### config.mk
export PLATFORM = sky130hd
export DESIGN_NAME = screen_write_arbiter_flat
export DESIGN_NICKNAME = d
export VERILOG_FILES = /design/src/rtl/screen_write_arbiter_if.sv /design/src/rtl/screen_write_arbiter.sv /design/src/flat_wrapper.sv
export SDC_FILE = /design/constraint.sdc
export NUM_CORES = 1
export LEC_CHECK = 0
export ABC_AREA = 1
export CAP_MARGIN = 20
export CELL_PAD_IN_SITES_DETAIL_PLACEMENT = 1
export CELL_PAD_IN_SITES_GLOBAL_PLACEMENT = 2
export CORE_MARGIN = 8
export CORE_UTILIZATION = 37
export CTS_CLUSTER_DIAMETER = 40
export DETAILED_ROUTE_END_ITERATION = 10
export HOLD_SLACK_MARGIN = 0.02
export PLACE_DENSITY_LB_ADDON = 0.12
export SYNTH_ARGS = -nofsm -noshare
export SYNTH_HDL_FRONTEND = slang
export SYNTH_SLANG_ARGS = --single-unit
### constraint.sdc
create_clock -name clk -period 6.58 [get_ports clk]
set_input_delay 0.987 -clock clk [delete_from_list [all_inputs] [get_ports clk]]
set_output_delay 0.987 -clock clk [all_outputs]
set_load 0.01 [all_outputs]
### src/rtl/screen_write_arbiter_if.sv
// Write-port bundle between the image generator / CPU sources and the screen memory.
interface screen_write_arbiter_if #(
  parameter int unsigned ADDR_W = 16,
  parameter int unsigned DATA_W = 16
) ();

  logic [ADDR_W-1:0] gen_address;
  logic              gen_load;
  logic [DATA_W-1:0] gen_out;

  logic              cpu_req;
  logic [ADDR_W-1:0] cpu_address;
  logic [DATA_W-1:0] cpu_data;
  logic              cpu_gnt;

  logic [ADDR_W-1:0] mem_address;
  logic              mem_load;
  logic [DATA_W-1:0] mem_data;

  // Source side: drives the generator stream and CPU request, observes grant and memory port.
  modport master (
    output gen_address, gen_load, gen_out,
    output cpu_req, cpu_address, cpu_data,
    input  cpu_gnt,
    input  mem_address, mem_load, mem_data
  );

  // Arbiter side.
  modport slave (
    input  gen_address, gen_load, gen_out,
    input  cpu_req, cpu_address, cpu_data,
    output cpu_gnt,
    output mem_address, mem_load, mem_data
  );

endinterface

### src/rtl/screen_write_arbiter.sv
// Screen memory write-port arbiter: generator writes are buffered in a small FIFO and
// drained one per cycle; CPU writes use req/gnt with a bounded wait before a forced grant.
module screen_write_arbiter #(
  parameter int unsigned ADDR_W     = 16,
  parameter int unsigned DATA_W     = 16,
  parameter int unsigned FIFO_DEPTH = 4,
  parameter int unsigned MAX_WAIT   = 8
) (
  input  logic                          clk,
  input  logic                          reset,
  screen_write_arbiter_if.slave         bus,
  input  logic                          clear_overflow,
  output logic [$clog2(FIFO_DEPTH):0]   fifo_level,
  output logic                          overflow
);

  localparam int unsigned PTR_W  = $clog2(FIFO_DEPTH);
  localparam int unsigned LVL_W  = PTR_W + 1;
  localparam int unsigned WAIT_W = $clog2(MAX_WAIT + 1);

  typedef struct packed {
    logic [ADDR_W-1:0] addr;
    logic [DATA_W-1:0] data;
  } entry_t;

  localparam logic [1:0] SEL_NONE = 2'd0;
  localparam logic [1:0] SEL_GEN  = 2'd1;
  localparam logic [1:0] SEL_CPU  = 2'd2;

  entry_t              fifo_mem [FIFO_DEPTH];
  logic [PTR_W-1:0]    rd_ptr;
  logic [PTR_W-1:0]    wr_ptr;
  logic [WAIT_W-1:0]   wait_cnt;

  logic [1:0]          sel_c;
  logic                fifo_empty_c;
  logic                fifo_full_c;
  logic                wait_max_c;
  logic                pop_c;
  logic                push_c;
  logic                drop_c;
  entry_t              head_c;

  // Source selection: forced CPU grant, then FIFO drain, then idle-time CPU grant.
  always_comb begin
    sel_c        = SEL_NONE;
    fifo_empty_c = (fifo_level == '0);
    fifo_full_c  = (fifo_level == LVL_W'(FIFO_DEPTH));
    wait_max_c   = (wait_cnt == WAIT_W'(MAX_WAIT));
    head_c       = fifo_mem[rd_ptr];
    if (bus.cpu_req && wait_max_c) begin
      sel_c = SEL_CPU;
    end else if (!fifo_empty_c) begin
      sel_c = SEL_GEN;
    end else if (bus.cpu_req) begin
      sel_c = SEL_CPU;
    end
    pop_c  = (sel_c == SEL_GEN);
    push_c = bus.gen_load && (!fifo_full_c || pop_c);
    drop_c = bus.gen_load && !push_c;
  end

  assign bus.cpu_gnt = (sel_c == SEL_CPU);

  // FIFO storage; contents need no reset since the pointers define validity.
  always_ff @(posedge clk) begin
    if (push_c) begin
      fifo_mem[wr_ptr] <= entry_t'({bus.gen_address, bus.gen_out});
    end
  end

  // FIFO pointers and occupancy; pointers wrap naturally at the power-of-2 depth.
  always_ff @(posedge clk or negedge reset) begin
    if (!reset) begin
      rd_ptr     <= '0;
      wr_ptr     <= '0;
      fifo_level <= '0;
    end else begin
      if (push_c) wr_ptr <= wr_ptr + PTR_W'(1);
      if (pop_c)  rd_ptr <= rd_ptr + PTR_W'(1);
      case ({push_c, pop_c})
        2'b10:   fifo_level <= fifo_level + LVL_W'(1);
        2'b01:   fifo_level <= fifo_level - LVL_W'(1);
        default: fifo_level <= fifo_level;
      endcase
    end
  end

  // CPU starvation counter: counts denied request cycles, saturating at the forced-grant point.
  always_ff @(posedge clk or negedge reset) begin
    if (!reset) begin
      wait_cnt <= '0;
    end else if (!bus.cpu_req || bus.cpu_gnt) begin
      wait_cnt <= '0;
    end else if (!wait_max_c) begin
      wait_cnt <= wait_cnt + WAIT_W'(1);
    end
  end

  // Registered memory write port; address/data hold when nothing is selected.
  always_ff @(posedge clk or negedge reset) begin
    if (!reset) begin
      bus.mem_load    <= 1'b0;
      bus.mem_address <= '0;
      bus.mem_data    <= '0;
    end else begin
      bus.mem_load <= (sel_c != SEL_NONE);
      if (sel_c == SEL_GEN) begin
        bus.mem_address <= head_c.addr;
        bus.mem_data    <= head_c.data;
      end else if (sel_c == SEL_CPU) begin
        bus.mem_address <= bus.cpu_address;
        bus.mem_data    <= bus.cpu_data;
      end
    end
  end

  // Sticky drop flag; a drop on the same edge as a clear keeps it set.
  always_ff @(posedge clk or negedge reset) begin
    if (!reset) begin
      overflow <= 1'b0;
    end else if (drop_c) begin
      overflow <= 1'b1;
    end else if (clear_overflow) begin
      overflow <= 1'b0;
    end
  end

endmodule

### src/flat_wrapper.sv
// flat-port wrapper written by rule: the top's interface ports become plain ports
module screen_write_arbiter_flat 
#(
  parameter int unsigned ADDR_W     = 16,
  parameter int unsigned DATA_W     = 16,
  parameter int unsigned FIFO_DEPTH = 4,
  parameter int unsigned MAX_WAIT   = 8
)
  (clk, reset, clear_overflow, fifo_level, overflow, bus_gen_address, bus_gen_load, bus_gen_out, bus_cpu_req, bus_cpu_address, bus_cpu_data, bus_cpu_gnt, bus_mem_address, bus_mem_load, bus_mem_data);
  screen_write_arbiter_if #(.ADDR_W(ADDR_W), .DATA_W(DATA_W)) bus_i ();
  input  logic clk;
  input  logic reset;
  input  logic clear_overflow;
  output logic [$clog2(FIFO_DEPTH):0] fifo_level;
  output logic overflow;
  input wire logic [$bits(bus_i.gen_address)-1:0] bus_gen_address;
  input wire logic [$bits(bus_i.gen_load)-1:0] bus_gen_load;
  input wire logic [$bits(bus_i.gen_out)-1:0] bus_gen_out;
  input wire logic [$bits(bus_i.cpu_req)-1:0] bus_cpu_req;
  input wire logic [$bits(bus_i.cpu_address)-1:0] bus_cpu_address;
  input wire logic [$bits(bus_i.cpu_data)-1:0] bus_cpu_data;
  output wire logic [$bits(bus_i.cpu_gnt)-1:0] bus_cpu_gnt;
  output wire logic [$bits(bus_i.mem_address)-1:0] bus_mem_address;
  output wire logic [$bits(bus_i.mem_load)-1:0] bus_mem_load;
  output wire logic [$bits(bus_i.mem_data)-1:0] bus_mem_data;
  assign bus_i.gen_address = bus_gen_address;
  assign bus_i.gen_load = bus_gen_load;
  assign bus_i.gen_out = bus_gen_out;
  assign bus_i.cpu_req = bus_cpu_req;
  assign bus_i.cpu_address = bus_cpu_address;
  assign bus_i.cpu_data = bus_cpu_data;
  assign bus_cpu_gnt = bus_i.cpu_gnt;
  assign bus_mem_address = bus_i.mem_address;
  assign bus_mem_load = bus_i.mem_load;
  assign bus_mem_data = bus_i.mem_data;
  screen_write_arbiter #(.ADDR_W(ADDR_W), .DATA_W(DATA_W), .FIFO_DEPTH(FIFO_DEPTH), .MAX_WAIT(MAX_WAIT)) u_core (.clk(clk), .reset(reset), .bus(bus_i), .clear_overflow(clear_overflow), .fifo_level(fifo_level), .overflow(overflow));
endmodule
# Yosys cells after proc, flatten, opt, wreduce, memory -nomap -nowiden
# Memories as Yosys holds them, arrays and structs flattened.
# Cells that the tools add are included.
# word_totals
ff_bits,45
mem_bits_rw,128
in_bits,69
output_inout_bits,38
wordCells,48
mem_count,1
# mem_list
name,depth,width,read_ports,rd_ports_with_merged_regs,wr,line_no,rtl
u_core.fifo_mem,4,32,1,0,1,screen_write_arbiter.sv:30,entry_t fifo_mem [FIFO_DEPTH];
# op_classes
n_addsub,5
n_eq_ne,7
mux,14
n_reduce_logical,13
# ops
operator,count
16-bit two-way mux,4
4-bit two-way mux,2
2-bit nonzero test,4
2-bit two-way mux,3
3-bit case mux with 2 select lines,1
"2-bit by 1-bit adder with 2-bit output, second input constant",2
"4-bit by 1-bit adder with 4-bit output, second input constant",1
"2-bit by 1-bit equality test with 1-bit output, second input constant",2
"2-bit equality test, second input constant",2
"4-bit equality test, second input constant",1
1-bit two-way mux,4
"3-bit by 1-bit adder with 3-bit output, second input constant",1
"3-bit equality test, second input constant",1
1-bit logical AND,3
1-bit zero test,3
3-bit zero test,1
"3-bit by 1-bit subtractor with 3-bit output, second input constant",1
1-bit logical OR,2
"2-bit inequality test, second input constant",1

# Longest topological paths before layout
# depth
ltp_word,9
ltp_mapped,18

# Least setup slack after synthesis
# No wires, ideal clock.
# synth_path
kind,in2reg
startpoint,input bus_cpu_req
endpoint,memory u_core.fifo_mem[0][0] (netlist name) (enable)
setup_time_ps,421
arrival_ps,3124
slack_ps,3035
cell_stages,10
path_cell_list,inv_1 nor2_1 inv_1 nand2_1 inv_1 ha_1 nor2_1 nand2_1 nand2_1 nor2_1
# synth_between
elab_chain_cells,8
word_cells_on_any_way,9
classes_between,eq/ne (1); mux (5); reduce/logical (3)
# synth_rtl
item,line_no,rtl
start: declaration,flat_wrapper.sv:19,input wire logic [$bits(bus_i.cpu_req)-1:0] bus_cpu_req;
2-bit two-way mux,screen_write_arbiter.sv:55,end else if (bus.cpu_req) begin
2-bit two-way mux,screen_write_arbiter.sv:53,end else if (!fifo_empty_c) begin
2-bit two-way mux *,screen_write_arbiter.sv:51,if (bus.cpu_req && wait_max_c) begin
2-bit by 1-bit equality test with 1-bit output *,screen_write_arbiter.sv:58,pop_c = (sel_c == SEL_GEN);
1-bit logical OR *,screen_write_arbiter.sv:59,push_c = bus.gen_load && (!fifo_full_c || pop_c);
1-bit logical AND *,screen_write_arbiter.sv:59,
1-bit two-way mux *,screen_write_arbiter.sv:67,if (push_c) begin
1-bit two-way mux (implied by the code) *,screen_write_arbiter.sv:68,"fifo_mem[wr_ptr] <= entry_t'({bus.gen_address, bus.gen_out});"
end: declaration,screen_write_arbiter.sv:30,
# Every way passes the cells marked *; elsewhere a longest branch is shown, timed or not.

# Worst setup path after layout
# layout_path
startpoint,input bus_cpu_req
endpoint,output bus_cpu_gnt
# layout_between
elab_chain_cells,4
word_cells_on_any_way,5
classes_between,eq/ne (1); mux (3); reduce/logical (1)
# layout_rtl
item,line_no,rtl
2-bit two-way mux,screen_write_arbiter.sv:55,
2-bit two-way mux,screen_write_arbiter.sv:53,
2-bit two-way mux *,screen_write_arbiter.sv:51,
2-bit equality test *,screen_write_arbiter.sv:63,assign bus.cpu_gnt = (sel_c == SEL_CPU);
end: declaration,flat_wrapper.sv:22,output wire logic [$bits(bus_i.cpu_gnt)-1:0] bus_cpu_gnt;
# Marks and branches as above.

==> impl_metrics.env <==
export IMPL_synthXorXnorAreaFrac_pct=0.8480
export IMPL_grt_pass1_vias=5386
export IMPL_seq_power_share_pct=37.3
export IMPL_totalWireLength_mm=18.14
export IMPL_synth_seq_cells=173
export IMPL_rows=51
export IMPL_period_share_pct=54.75
export IMPL_root_buffer="clkbuf_16"
export IMPL_cts_resized=0
export IMPL_area_growth_pct=27.24
export IMPL_yosysWarnings=0
export IMPL_clk_latency_ps=420
export IMPL_route_layer_met1_wl_mm=8.140
export IMPL_htree_levels=4
export IMPL_cts_sinks=173
export IMPL_initial_core_util_pct=37.39
export IMPL_hp_class="flip-flop to flip-flop"
export IMPL_drc_errors=0
export IMPL_cellPowerDensity_nw_per_um2=477.3
export IMPL_route_met3_wl_um=781
export IMPL_seq_area_frac_synth_pct=68.74
export IMPL_clkTransAtPathRegs_ps=60
export IMPL_cp_required_ps=5590
export IMPL_avgRoutedWirePerCell_um=16.86
export IMPL_comb_power_share_pct=40.8
export IMPL_multi_input_area_um2=2022
export IMPL_timing_fmax_ghz=0.2776
export IMPL_p_clk_share_pct=21.9
export IMPL_ant_nets=0
export IMPL_synth_adder_area_share_pct=2.008
export IMPL_antenna_cells=0
export IMPL_layout_drive_gt1_share_pct=5.672
export IMPL_maxCapViolations=0
export IMPL_highest_layer="met4"
export IMPL_grt_setup_unrepaired="no"
export IMPL_antenna_found_initial=0
export IMPL_synth_compound_area_share_pct=0.4154
export IMPL_met2_length_mm=8.979
export IMPL_synth_simple_gate_area_share_pct=24.25
export IMPL_finClkSkew_ps=8.046
export IMPL_place_gp_congestion=0.7241
export IMPL_peakVddDrop_mv=0.2165
export IMPL_worstSetupPathType="input port to output port"
export IMPL_cp_max_fo=3
export IMPL_swShare_pct=37.56
export IMPL_cp_start_kind="input port"
export IMPL_die_h_um=155.8
export IMPL_slew_viol_final=0
export IMPL_dieWidth_um=155.8
export IMPL_syn_area_per_cell_um2=10.39
export IMPL_numCtsBuffers=17
export IMPL_overflow=0
export IMPL_syn_instance_count=696
export IMPL_cts_tree="built"
export IMPL_grt_pass1_wl_mm=29.21
export IMPL_synth_area_mux_share_pct=0
export IMPL_layout_min_cycle_time_ps=3602
export IMPL_tightest_slew_ps=758.4
export IMPL_ff2ff_setup_slack_ps=3420
export IMPL_seq_area_um2=4971
export IMPL_design_area_um2=9199
export IMPL_core_um2=19330
export IMPL_syn_area_um2=7229
export IMPL_status="completed"
export IMPL_finalSetupViolCount=0
export IMPL_end_kind="output port"
export IMPL_post_cts_buffers=0
export IMPL_hold_viol=0
export IMPL_dp_hpwl_mm=11.15
export IMPL_port_buffers=106
export IMPL_cts_buffer_depth=2
export IMPL_power_switching_mw=1.649
export IMPL_ys_types=19
export IMPL_synth_top_family_by_area="simple AND/OR/NAND/NOR gates"
export IMPL_grt_use_total_pct=15.57
export IMPL_vias_per_cell=4.664
export IMPL_nFillCells=2123
export IMPL_holdBufCountCts=0
export IMPL_final_nets=878
export IMPL_drt_pass1_iter_count=5
export IMPL_leakagePower_nw=3.727
export IMPL_fin_setup_tns_ps=0
export IMPL_die_area_um2=24270
export IMPL_drtIter0Drc=258
export IMPL_io_pins=107
export IMPL_p_int_mw=2.741
export IMPL_arrival_ps=2620
export IMPL_synth_fp_nets=776
export IMPL_placed_area_um2=8493
export IMPL_slew_headroom_pct=49.44
export IMPL_via_count=5018
export IMPL_finalPower_mw=4.390
export IMPL_grt_max_degree=68
worst max-delay path, stage by stage:
cell and delay, ps:
clkdlybuf4s50_1 500, inv_1 60, nor2_1 160, inv_1 60, nand2_1 110, ha_1 190
clkdlybuf4s50_1 540
state kept, by name, indices dropped and copies added, names as in the netlist:
signal and count:
u_core.bus.mem_load 1, u_core.bus.mem_address 16, u_core.wait_cnt 4, u_core.fifo_level 3, u_core.fifo_mem 128, u_core.rd_ptr 2, u_core.wr_ptr 2, u_core.bus.mem_data 16
u_core.overflow 1
cell usage in the layout, fill, tap and decap left out:
master | Yosys | routed
dfrtp_1 | 45 | 44
clkinv_1 | 0 | 2
buf_16 | 0 | 1
nor2_4 | 0 | 4
nand3_1 | 69 | 69
clkbuf_16 | 0 | 17
inv_1 | 21 | 21
clkinvlp_4 | 0 | 4
buf_12 | 0 | 6
clkbuf_1 | 9 | 3
xnor2_1 | 2 | 2
xor2_1 | 5 | 5
nor2_1 | 76 | 72
inv_2 | 1 | 1
inv_6 | 0 | 1
fa_1 | 1 | 1
nand2_1 | 297 | 297
clkinv_2 | 0 | 3
ha_2 | 0 | 1
nand3b_1 | 1 | 1
buf_4 | 3 | 4
clkdlybuf4s50_1 | 0 | 105
bufinv_16 | 0 | 2
o21ai_0 | 4 | 4
edfxtp_1 | 128 | 128
buf_2 | 15 | 1
ha_1 | 10 | 9
a21oi_1 | 2 | 2
dfrtp_2 | 0 | 1
metal layers:
metal | vias to the layer above | global-route usage [%]
li1 | 2466 | -
met1 | 2440 | 18.60
met2 | 94 | 27.31
met3 | 18 | 3.407
met4 | 0 | 5.129
met5 | - | 0
through the flow:
| step | cells | utilization [%] | setup slack [ps] | hold slack, ps |
|---|---|---|---|---|
| after detailed placement | 1037 | 43.93 | 2644 | 464.0 |
| after floorplan | 696 | - | 3035 | 505.0 |
| after CTS | 1069 | 46.81 | 2964 | 481.8 |
| after global routing | 1076 | 47.58 | 2757 | 507.9 |
| final | 1076 | 47.58 | 2978 | 476.7 |
| after global placement | 1037 | 43.93 | 2807 | 460.5 |
cell families (layout without fill, tap and decap cells):
logic type                 Yosys count  after routing
and+or+nand+nor                    443            443
DFF                                173            173
buffers and inverters               56            171
adders and majority gates           11             11
xor gates and xnor gates             7              7
AOI/OAI and AO/OA                    6              6
power groups by stage:
stage	clock network (mW)	registers, mW	logic (mW)
final	0.960	1.64	1.79
after floorplan	0	1.67	1.09
after detailed placement	0	1.70	1.72
after global routing	1.02	1.67	2.05
after global placement	0	1.69	1.67
after CTS	0.985	1.68	1.74
area by class of cell:
type / instances / share of cell area (%)
clock buffers: 20 / 4.747
repair buffers: 117 / 13.41
clock inverters: 12 / 1.319
multi-input cells: 467 / 21.98
flip-flops and latches: 173 / 54.04
inverters: 22 / 0.8977
well taps: 265 / 3.604
worst paths after layout:
path | startpoint | endpoint | depth (start not counted)
worst max-delay path | bus_cpu_req | bus_cpu_gnt | 7
worst min-delay path | u_core.bus.mem_data[5] | u_core.bus.mem_data[5] | 2
worst max register to register | u_core.wait_cnt[0] | u_core.fifo_level[2] | 18
worst min register to register | u_core.bus.mem_data[5] | u_core.bus.mem_data[5] | 2
max in group asynchronous | reset | u_core.rd_ptr[0] | 2
min in group asynchronous | reset | u_core.bus.mem_data[3] | 2
cells in the mapped netlist, drive strengths merged:
cell type  count  area (um^2)
nand2        297         1115
edfxtp       128         3844
nor2          76        285.3
nand3         69        345.3
dfrtp         45         1126
buf           25        153.9
inv           22        82.58
ha            10        125.1
clkbuf         9        33.78
xor2           5        43.79
o21ai          4        20.02
a21oi          2        10.01
xnor2          2        17.52
fa             1        20.02
nand3b         1        7.510
(Power assumes the default switching activity.)
